===== src/rtl/title_value_bcd_scheduler.sv =====
// rtl/title_value_bcd_scheduler.sv - frame-triggered shared double-dabble BCD converter for three title values
module title_value_bcd_scheduler #(
  parameter int          VAL_W  = 24,
  parameter int          DIGITS = 8,
  parameter logic [10:0] X_TRIG = 11'd0,
  parameter logic [9:0]  Y_TRIG = 10'd480
) (
  input  logic                  clk,
  input  logic                  reset,
  input  logic [10:0]           clk_x,
  input  logic [9:0]            clk_y,
  input  logic [VAL_W-1:0]      count_val,
  input  logic [VAL_W-1:0]      sr_mass_val,
  input  logic [VAL_W-1:0]      com_mass_val,
  output logic [4*DIGITS-1:0]   count_bcd,
  output logic [4*DIGITS-1:0]   sr_mass_bcd,
  output logic [4*DIGITS-1:0]   com_mass_bcd,
  output logic                  busy,
  output logic                  frame_done
);

  localparam int BCD_W  = 4 * DIGITS;
  localparam int ITER_W = $clog2(VAL_W + 1);
  localparam logic [ITER_W-1:0] ITER_LAST = ITER_W'(VAL_W - 1);

  typedef enum logic [2:0] {
    S_IDLE,
    S_LOAD,
    S_SHIFT,
    S_STORE,
    S_PUBLISH
  } state_t;

  state_t            state;
  logic [1:0]        sel;
  logic [ITER_W-1:0] iter;
  logic [VAL_W-1:0]  bin_sr;
  logic [BCD_W-1:0]  bcd_sr;
  logic [BCD_W-1:0]  bcd_adj;
  logic [VAL_W-1:0]  snap0, snap1, snap2;
  logic [VAL_W-1:0]  snap_sel;
  logic [BCD_W-1:0]  shadow0, shadow1, shadow2;
  logic              match, match_d, trig;

  // Trigger point detection; only the first cycle of a held match counts
  assign match = (clk_x == X_TRIG) && (clk_y == Y_TRIG);
  assign trig  = match && !match_d;

  // Remember last cycle's match so a held coordinate gives one trigger
  always_ff @(posedge clk or negedge reset) begin
    if (!reset) match_d <= 1'b0;
    else        match_d <= match;
  end

  // Pick the snapshot currently being converted
  always_comb begin
    case (sel)
      2'd0:    snap_sel = snap0;
      2'd1:    snap_sel = snap1;
      default: snap_sel = snap2;
    endcase
  end

  // Double-dabble correction: nibbles of 5 or more get +3 before the shift
  always_comb begin
    bcd_adj = bcd_sr;
    for (int i = 0; i < DIGITS; i++) begin
      if (bcd_sr[4*i +: 4] >= 4'd5) bcd_adj[4*i +: 4] = bcd_sr[4*i +: 4] + 4'd3;
    end
  end

  // Conversion sequencer: snapshot, three serial conversions, atomic publish
  always_ff @(posedge clk or negedge reset) begin
    if (!reset) begin
      state        <= S_IDLE;
      sel          <= 2'd0;
      iter         <= '0;
      bin_sr       <= '0;
      bcd_sr       <= '0;
      snap0        <= '0;
      snap1        <= '0;
      snap2        <= '0;
      shadow0      <= '0;
      shadow1      <= '0;
      shadow2      <= '0;
      count_bcd    <= '0;
      sr_mass_bcd  <= '0;
      com_mass_bcd <= '0;
      busy         <= 1'b0;
      frame_done   <= 1'b0;
    end else begin
      frame_done <= 1'b0;
      case (state)
        S_IDLE: begin
          if (trig) begin
            snap0 <= count_val;
            snap1 <= sr_mass_val;
            snap2 <= com_mass_val;
            sel   <= 2'd0;
            busy  <= 1'b1;
            state <= S_LOAD;
          end
        end
        S_LOAD: begin
          bin_sr <= snap_sel;
          bcd_sr <= '0;
          iter   <= '0;
          state  <= S_SHIFT;
        end
        S_SHIFT: begin
          bcd_sr <= {bcd_adj[BCD_W-2:0], bin_sr[VAL_W-1]};
          bin_sr <= {bin_sr[VAL_W-2:0], 1'b0};
          if (iter == ITER_LAST) begin
            state <= S_STORE;
          end else begin
            iter <= iter + 1'b1;
          end
        end
        S_STORE: begin
          case (sel)
            2'd0:    shadow0 <= bcd_sr;
            2'd1:    shadow1 <= bcd_sr;
            default: shadow2 <= bcd_sr;
          endcase
          if (sel == 2'd2) begin
            state <= S_PUBLISH;
          end else begin
            sel   <= sel + 2'd1;
            state <= S_LOAD;
          end
        end
        S_PUBLISH: begin
          count_bcd    <= shadow0;
          sr_mass_bcd  <= shadow1;
          com_mass_bcd <= shadow2;
          frame_done   <= 1'b1;
          busy         <= 1'b0;
          state        <= S_IDLE;
        end
        default: begin
          busy  <= 1'b0;
          state <= S_IDLE;
        end
      endcase
    end
  end

endmodule


===== config.mk =====
export PLATFORM = sky130hd
export DESIGN_NAME = title_value_bcd_scheduler
export DESIGN_NICKNAME = d
export VERILOG_FILES = /design/src/rtl/title_value_bcd_scheduler.sv
export SDC_FILE = /design/constraint.sdc
export NUM_CORES = 1
export LEC_CHECK = 0
export ABC_AREA = 0
export CORE_MARGIN = 4
export CORE_UTILIZATION = 45
export CTS_CLUSTER_DIAMETER = 60
export DETAILED_ROUTE_END_ITERATION = 8
export PLACE_DENSITY_LB_ADDON = 0.08
export SLEW_MARGIN = 10
export SYNTH_ARGS = -nofsm -noshare
export SYNTH_HDL_FRONTEND = slang
export SYNTH_SLANG_ARGS = --single-unit

===== constraint.sdc =====
create_clock -name clk -period 5.3 [get_ports clk]
set_clock_uncertainty 0.2 [all_clocks]
set_input_delay 0.53 -clock clk [delete_from_list [all_inputs] [get_ports clk]]
set_output_delay 0.53 -clock clk [all_outputs]
set_load 0.02 [all_outputs]

==> metrics.txt, run 1 <==
HP Start shadow1[21]$_DFFE_PN0P_; vias per inst 5.257; Clock Tree Buf Depth 3; CP Capture Type register; Slowest Stage Delay on Critical Path between 0.7 and 0.8 ns; library cells used by synthesis between 40 and 50; NumNets Final 1283; dpl cells roughly 1500; initial antenna violation count 1; status finished, final reports clean; worst path cell trace inv_1 > ha_1 > buf_4 > nor2_2 > buf_4 > nand2_2 > mux2_2; WL per Instance approximately 18 um; gr usage total 0.1709; Die Y 180.9 um; Slowest-stage cell, CP nand2_2; Die Footprint 0.03272 mm^2; via count roughly 8300; Hold Crit Class reg2reg; fin area approximately 0.017 mm^2; First-pass DRT Iterations 5; P_leak between 7 and 8 nW; total grt overflow 0; detailed placement HPWL approximately 17000 um; I/O Buffers approximately 190; CTS buffer count 37; layout cells sized above 1 0.2397; syn_nets between 1000 and 1500; Synth Flop Type dfrtp_1; Pwr per Cell Area a little over 300 mW/mm^2; ant diodes 0; Post-Synthesis Cells 986; CTS clk-pin slew, worst paths around 0.06 ns; Max Cap Viol 0; ys async rst share 1.000; Post-synth EDFFs 0; endpoints failing hold 0; largest net degree at the start of global routing 150; final instance count without filler cells between 1500 and 2000; Reg-to-Reg Start sel[0]$_DFFE_PN0P_; worst vdd ir 0.2298 mV; fin util 0.5710; most used cell, CP buf_4; Worst-Skew Late Latency between 0.5 and 0.6 ns; Setup WS post-layout around 2.4 ns; dpl ws between 1.5 and 2 ns; num ports 193; starting density of the core 0.4551; RSZ-0062 raised after global routing false; Mapped Area about 0.013 mm^2; area grow syn2layout 25.47%; Area after DPL 0.01571 mm^2; Core ar. 0.02956 mm^2; Seq/Total Area, Yosys 0.6194; Worst EP arrival a little over 3 ns; Achievable Freq between 300 and 400 MHz; Die W 180.9 um; Setup Viol. Count Final 0; Crit Path Class reg2reg; Final period util 0.5431; Core Rows between 60 and 70; Sink Count 333; startpoint types register; setup TNS 0 ns; Ys Warns 0; first-pass GRT wire length about 46000 um; Setup crit start sel[0]$_DFFE_PN0P_; routability cong. between 0.7 and 0.8; Slew Viols, Final 0; CTS H-tree lvls 2; Yosys reg bits between 300 and 400; CTS tree done; Final ANT Viol Nets 0; root buffer cell clkbuf_16; CP max FO between 40 and 50; synthesized area per cell roughly 14 um^2; Detailed Route Iter0 Violations 451; measured slew at the worst slew-check pin around 1.1 ns; min Tclk post-route 2.878 ns; vias in the first global route a little under 9000; Total Routed Length between 20000 and 30000 um; Crit path required time between 5 and 6 ns; DR DRC count 0; Slew Limit Headroom 0.2938
## synth_stat cells, types with 2 or more instances
| cell | n | area, um^2 |
|---|---|---|
| nor4_1 | 2 | 12.51 |
| mux2_2 | 211 | 2376 |
| nor3b_1 | 7 | 52.55 |
| a32o_1 | 8 | 80.08 |
| xor2_1 | 3 | 26.28 |
| mux2_1 | 5 | 56.30 |
| nand3_1 | 2 | 10.01 |
| inv_1 | 19 | 71.32 |
| ha_1 | 20 | 250.2 |
| a221o_1 | 23 | 230.2 |
| a21oi_1 | 39 | 195.2 |
| a22o_1 | 9 | 78.83 |
| and2_1 | 2 | 12.51 |
| nor2_1 | 8 | 30.03 |
| nand4_1 | 2 | 12.51 |
| buf_6 | 8 | 90.09 |
| nand2_1 | 82 | 307.8 |
| o21ai_0 | 55 | 275.3 |
| clkbuf_1 | 38 | 142.6 |
| o21ai_1 | 2 | 10.01 |
| o31ai_1 | 11 | 82.58 |
| or3b_2 | 2 | 17.52 |
| buf_2 | 12 | 60.06 |
| a22oi_1 | 24 | 180.2 |
| nand2b_1 | 8 | 50.05 |
| nor3_1 | 3 | 15.01 |
| o22ai_1 | 14 | 87.58 |
| xnor2_1 | 8 | 70.07 |
| dfrtp_1 | 333 | 8333 |
| mux2i_1 | 9 | 90.09 |
## routing by layer
| layer | GRT usage | routed length, um | up-vias |
|---|---|---|---|
| met5 | 0 | 12 | - |
| met4 | 0.04114 | 529 | 2 |
| met3 | 0.03624 | 1448 | 46 |
| met2 | 0.2827 | 13200 | 158 |
| met1 | 0.2335 | 12830 | 4199 |
| li1 | - | - | 3917 |
## per-stage QoR
stage,hold slack (ns),power (mW)
after floorplan,0.03441,2.591
after global placement,0.2573,2.718
after detailed placement,0.2645,2.717
after CTS,0.2794,5.180
after global routing,0.2957,5.293
final,0.2724,5.104
## sequential cells by signal, indices dropped and copies added (netlist names)
register,count
frame_done,1
sel,2
count_bcd,32
bcd_sr,32
match_d,1
snap2,24
iter,5
shadow1,32
snap0,24
snap1,24
com_mass_bcd,32
shadow0,32
sr_mass_bcd,32
state,3
shadow2,32
bin_sr,24
busy,1
## timing repair
action | in CTS | in global routing
setup buffers | 0 | 0
hold buffers | 1 | 0
gates resized for setup | 0 | 0
endpoints found under the hold margin | 70 | 0
## layout by cell type, fill, tap and decap left out, drive strengths merged, types with 2 or more instances in the layout
cell type,netlist,routed
a21oi,39,39
a221o,23,23
a22o,9,9
a22oi,24,24
a32o,8,8
and2,2,2
buf,21,10
clkbuf,38,58
clkdlybuf4s50,0,191
clkinv,0,4
dfrtp,333,333
ha,20,20
inv,20,21
mux2,216,216
mux2i,9,9
nand2,82,82
nand2b,8,8
nand3,2,2
nand4,2,2
nor2,8,8
nor3,5,5
nor3b,8,8
nor4,2,2
o21ai,57,57
o22ai,14,14
o31ai,11,11
or3b,2,2
or4,2,2
xnor2,8,8
xor2,3,3
## worst max-delay path: cells and delay by family (launching register included)
| kind | cells | cell delay, ns |
|---|---|---|
| flops | 1 | 0.41 |
| buf+inv | 3 | 0.70 |
| simple gates | 2 | 0.83 |
| mux | 1 | 0.42 |
| fa+ha+maj | 1 | 0.19 |
## cell type report
cell class | instances | area, um^2
Inverter | 20 | 75.07
Multi-Input combinational cell | 574 | 4778
Tap cell | 390 | 488.0
Clock inverter | 6 | 36.28
Timing Repair Buffer | 202 | 2042
Sequential cell | 333 | 8333
Fill cell | 2498 | 12680
Clock buffer | 58 | 1127
## cell families after synthesis
| family | Yosys count | synth area share |
|---|---|---|
| flip-flops | 333 | 0.6194 |
| adder cells (fa/ha/maj) | 20 | 0.01860 |
| AO/OA/AOI/OAI | 189 | 0.09301 |
| buffers and inverters | 79 | 0.02762 |
| AND/OR/NAND/NOR | 129 | 0.04669 |
| multiplexers | 225 | 0.1875 |
| XOR/XNOR | 11 | 0.007162 |
## final timing paths
path	endpoint	slack, ns	cells after the start
max	shadow2[19]$_DFFE_PN0P_	2.42	7
min	shadow1[21]$_DFFE_PN0P_	0.27	2
max reg2reg	shadow2[19]$_DFFE_PN0P_	2.42	7
min reg2reg	shadow1[21]$_DFFE_PN0P_	0.27	2
max in group asynchronous	snap0[12]$_DFFE_PN0P_	3.35	3
min in group asynchronous	count_bcd[9]$_DFFE_PN0P_	0.37	2
## where the power goes
part	internal (mW)	switching (mW)	leakage, nW
combinational	0.0649	0.0590	2.69
clock	1.46	0.980	0.571
sequential	2.54	0.0000437	4.63
total	4.07	1.04	7.89
No activity file was read; power rests on OpenSTA's default activity.
==> run 2, diff against run 1 <==
Clock period 5.3 ns to 2.4 ns, I/O delays scaled along.
==> run 2 against run 1 <==
  * Count of clock-buffer cells in the layout shrank 4
  * Sequential power grew 120%
  * Setup slack lost 2.2 ns
  * Utilization grew 1.5 points
  * Critical path depth shrank 1
  * Combinational power grew 140%
==> metrics.txt, run 2 (synthesis results as in run 1) <==
detailed placement HPWL 18400 um (+6.9%); Crit path required time 2.57 ns (-2.92 ns); CTS clk-pin slew, worst paths 0.06 ns (about the same); Die W 180.9 um (unchanged); vias in the first global route 8914 (+1.7%); most common cell after layout, fill and taps aside dfrtp_1; layout cells sized above 1 0.2598 (+0.02007); area grow syn2layout 28.70%; CP max FO 48 (unchanged); root buffer cell clkbuf_16; vias per inst 5.229 (-0.53%); endpoints failing hold 0 (unchanged); P_leak 8.126 nW (+2.9%); Slew Viols, Final 0 (unchanged); starting density of the core 0.4551 (unchanged); worst reg-to-reg path cell count 6 (-1); measured slew at the worst slew-check pin 0.6405 ns (-0.4151 ns); Die Y 180.9 um (unchanged); Total Routed Length 28390 um (+1.3%); DR DRC count 0 (unchanged); First-pass DRT Iterations 5 (unchanged); num ports 193 (unchanged); I/O Buffers 192 (unchanged); Clock Tree Buf Depth 3 (unchanged); Int Pwr 9.462 mW (+130%); largest net degree at the start of global routing 64 (-57%); Final ANT Viol Nets 0 (unchanged); Final period util 0.9132 (+0.3701); fillers 2487 (-0.44%); first-pass GRT wire length 47430 um (+2.4%); CP Capture Type register; Slowest Stage Delay on Critical Path 0.50 ns (-0.28 ns); CTS buffer count 37 (unchanged); switching part of the total power 0.1919 (-0.01163); Hold Buf Count CTS 1 (unchanged); Post-CTS Repair Setup Buffers 0 (unchanged); ant diodes 0 (unchanged); RSZ-0062 raised after global routing false; internal reg-to-reg setup slack 0.21 ns (-2.21 ns); Slew Limit Headroom 0.5726 (+0.2787); Achievable Freq 456.3 MHz (+31%); Worst-Skew Late Latency 0.51 ns (about the same); routability cong. 0.7453 (-0.77%); min Tclk post-route 2.192 ns (-0.6867 ns); NumNets Final 1315 (+2.5%); Sequential Power Share 0.480 (-0.018); Setup Viol. Count Final 0 (unchanged); Slowest-stage cell, CP nor2_2; Worst EP arrival 2.36 ns (-0.71 ns); Hold Crit Class in2async; P_sw 2.247 mW (+120%); combinational share of power 0.025 (about the same); r2r endpoint shadow2[14]$_DFFE_PN0P_; Die Footprint 0.03272 mm^2 (unchanged); CTS tree done; fin util 0.5857 (+0.01469); Core ar. 0.02956 mm^2 (unchanged); status finished, final reports clean; worst vdd ir 0.4981 mV (+120%); Detailed Route Iter0 Violations 297 (-34%); Sink Count 333 (unchanged); total grt overflow 0 (unchanged); hold_ws 0.07698 ns (-0.1954 ns); Pwr per Cell Area 676.3 mW/mm^2 (+120%); gr usage total 0.1758 (+0.004875); fin area 0.01731 mm^2 (+2.6%); most frequent cells in the layout 333 x dfrtp_1, 211 x mux2_2, 191 x clkdlybuf4s50_1; Crit Path Class reg2reg; initial antenna violation count 0 (-1); Max Cap Viol 0 (unchanged); Reg-to-Reg Start sel[0]$_DFFE_PN0P_; WL per Instance 17.59 um (-0.66%); startpoint types register; worst path cell trace inv_1 > ha_1 > nor2_2 > nand2_2 > buf_12 > mux2_2; CTS H-tree lvls 2 (unchanged); via count 8440 (+1.4%); Core Rows 63 (unchanged); clock power share 0.495 (+0.018); Area after DPL 0.01605 mm^2 (+2.2%); # resized after CTS 0 (unchanged)
## run 2: cell count changes in the layout (fill, tap and decap cells not counted)
cell       previous run  this run
buf_4                 6        30
bufinv_16             0         6
clkinv_2              4         2
inv_6                 1         0
clkbuf_1             11        10
buf_12                3        11
clkbuf_8              8         7
clkbuf_16            39        37
## run 2: metrics by stage
stage	setup slack [ns]	TNS, ns	cells	power (mW)
CTS	0.2021	0	1614	11.89
global placement	-0.06115	-3.344	1550	6.018
detailed placement	-0.08668	-4.598	1550	6.018
finish	0.2083	0	1614	11.71
floorplan	0.1394	0	986	5.723
global route	0.01430	0	1614	12.16
## run 2: layout make-up
class / instances / area (um^2) / share of cell area
sequential: 333 / 8333 / 0.4813
tap: 390 / 488.0 / 0.02818
timing repair buffer: 234 / 2382 / 0.1376
inverter: 20 / 75.07 / 0.004336
multi-input combinational: 574 / 4778 / 0.2760
clock inverter: 9 / 197.7 / 0.01142
clock buffer: 54 / 1060 / 0.06121
## run 2: worst max-delay path by stage
stage                         endpoint                  from  slack, ns  cells after the start
6_report       shadow2[14]$_DFFE_PN0P_    sel[0]$_DFFE_PN0P_       0.21                      6
2_1_floorplan    snap0[14]$_DFFE_PN0P_  state[1]$_DFFE_PN0P_       0.14                      5
3_5_place_dp     snap1[19]$_DFFE_PN0P_             clk_x[10]      -0.09                      7
3_3_place_gp     snap2[18]$_DFFE_PN0P_             clk_x[10]      -0.06                      7
4_1_cts        shadow2[14]$_DFFE_PN0P_    sel[0]$_DFFE_PN0P_       0.20                      6
5_1_grt         bin_sr[22]$_DFFE_PN0N_    sel[0]$_DFFE_PN0P_       0.01                      7
## run 2: worst max-delay path: cells and delay by family (launching register included)
| kind | cells | cell delay [ns] |
|---|---|---|
| simple gates | 2 | 0.64 |
| flops | 1 | 0.38 |
| fa+ha+maj | 1 | 0.22 |
| buf+inv | 2 | 0.31 |
| mux | 1 | 0.30 |
## run 2: power groups by stage
stage / Sequential, mW / Clock (mW) / Combinational [mW]
after floorplan: 5.72 / 0 / 0.00385
after global placement: 5.72 / 0 / 0.301
after detailed placement: 5.72 / 0 / 0.301
after CTS: 5.61 / 5.98 / 0.304
after global routing: 5.61 / 6.22 / 0.327
final: 5.62 / 5.80 / 0.292
## run 2: metal layers
metal | up-vias | part of all wire | GRT usage
li1 | 3970 | - | -
met3 | 39 | 0.049 | 0.03443
met2 | 164 | 0.49 | 0.2955
met5 | - | 0 | 0
met4 | 0 | 0.017 | 0.04114
met1 | 4267 | 0.45 | 0.2383
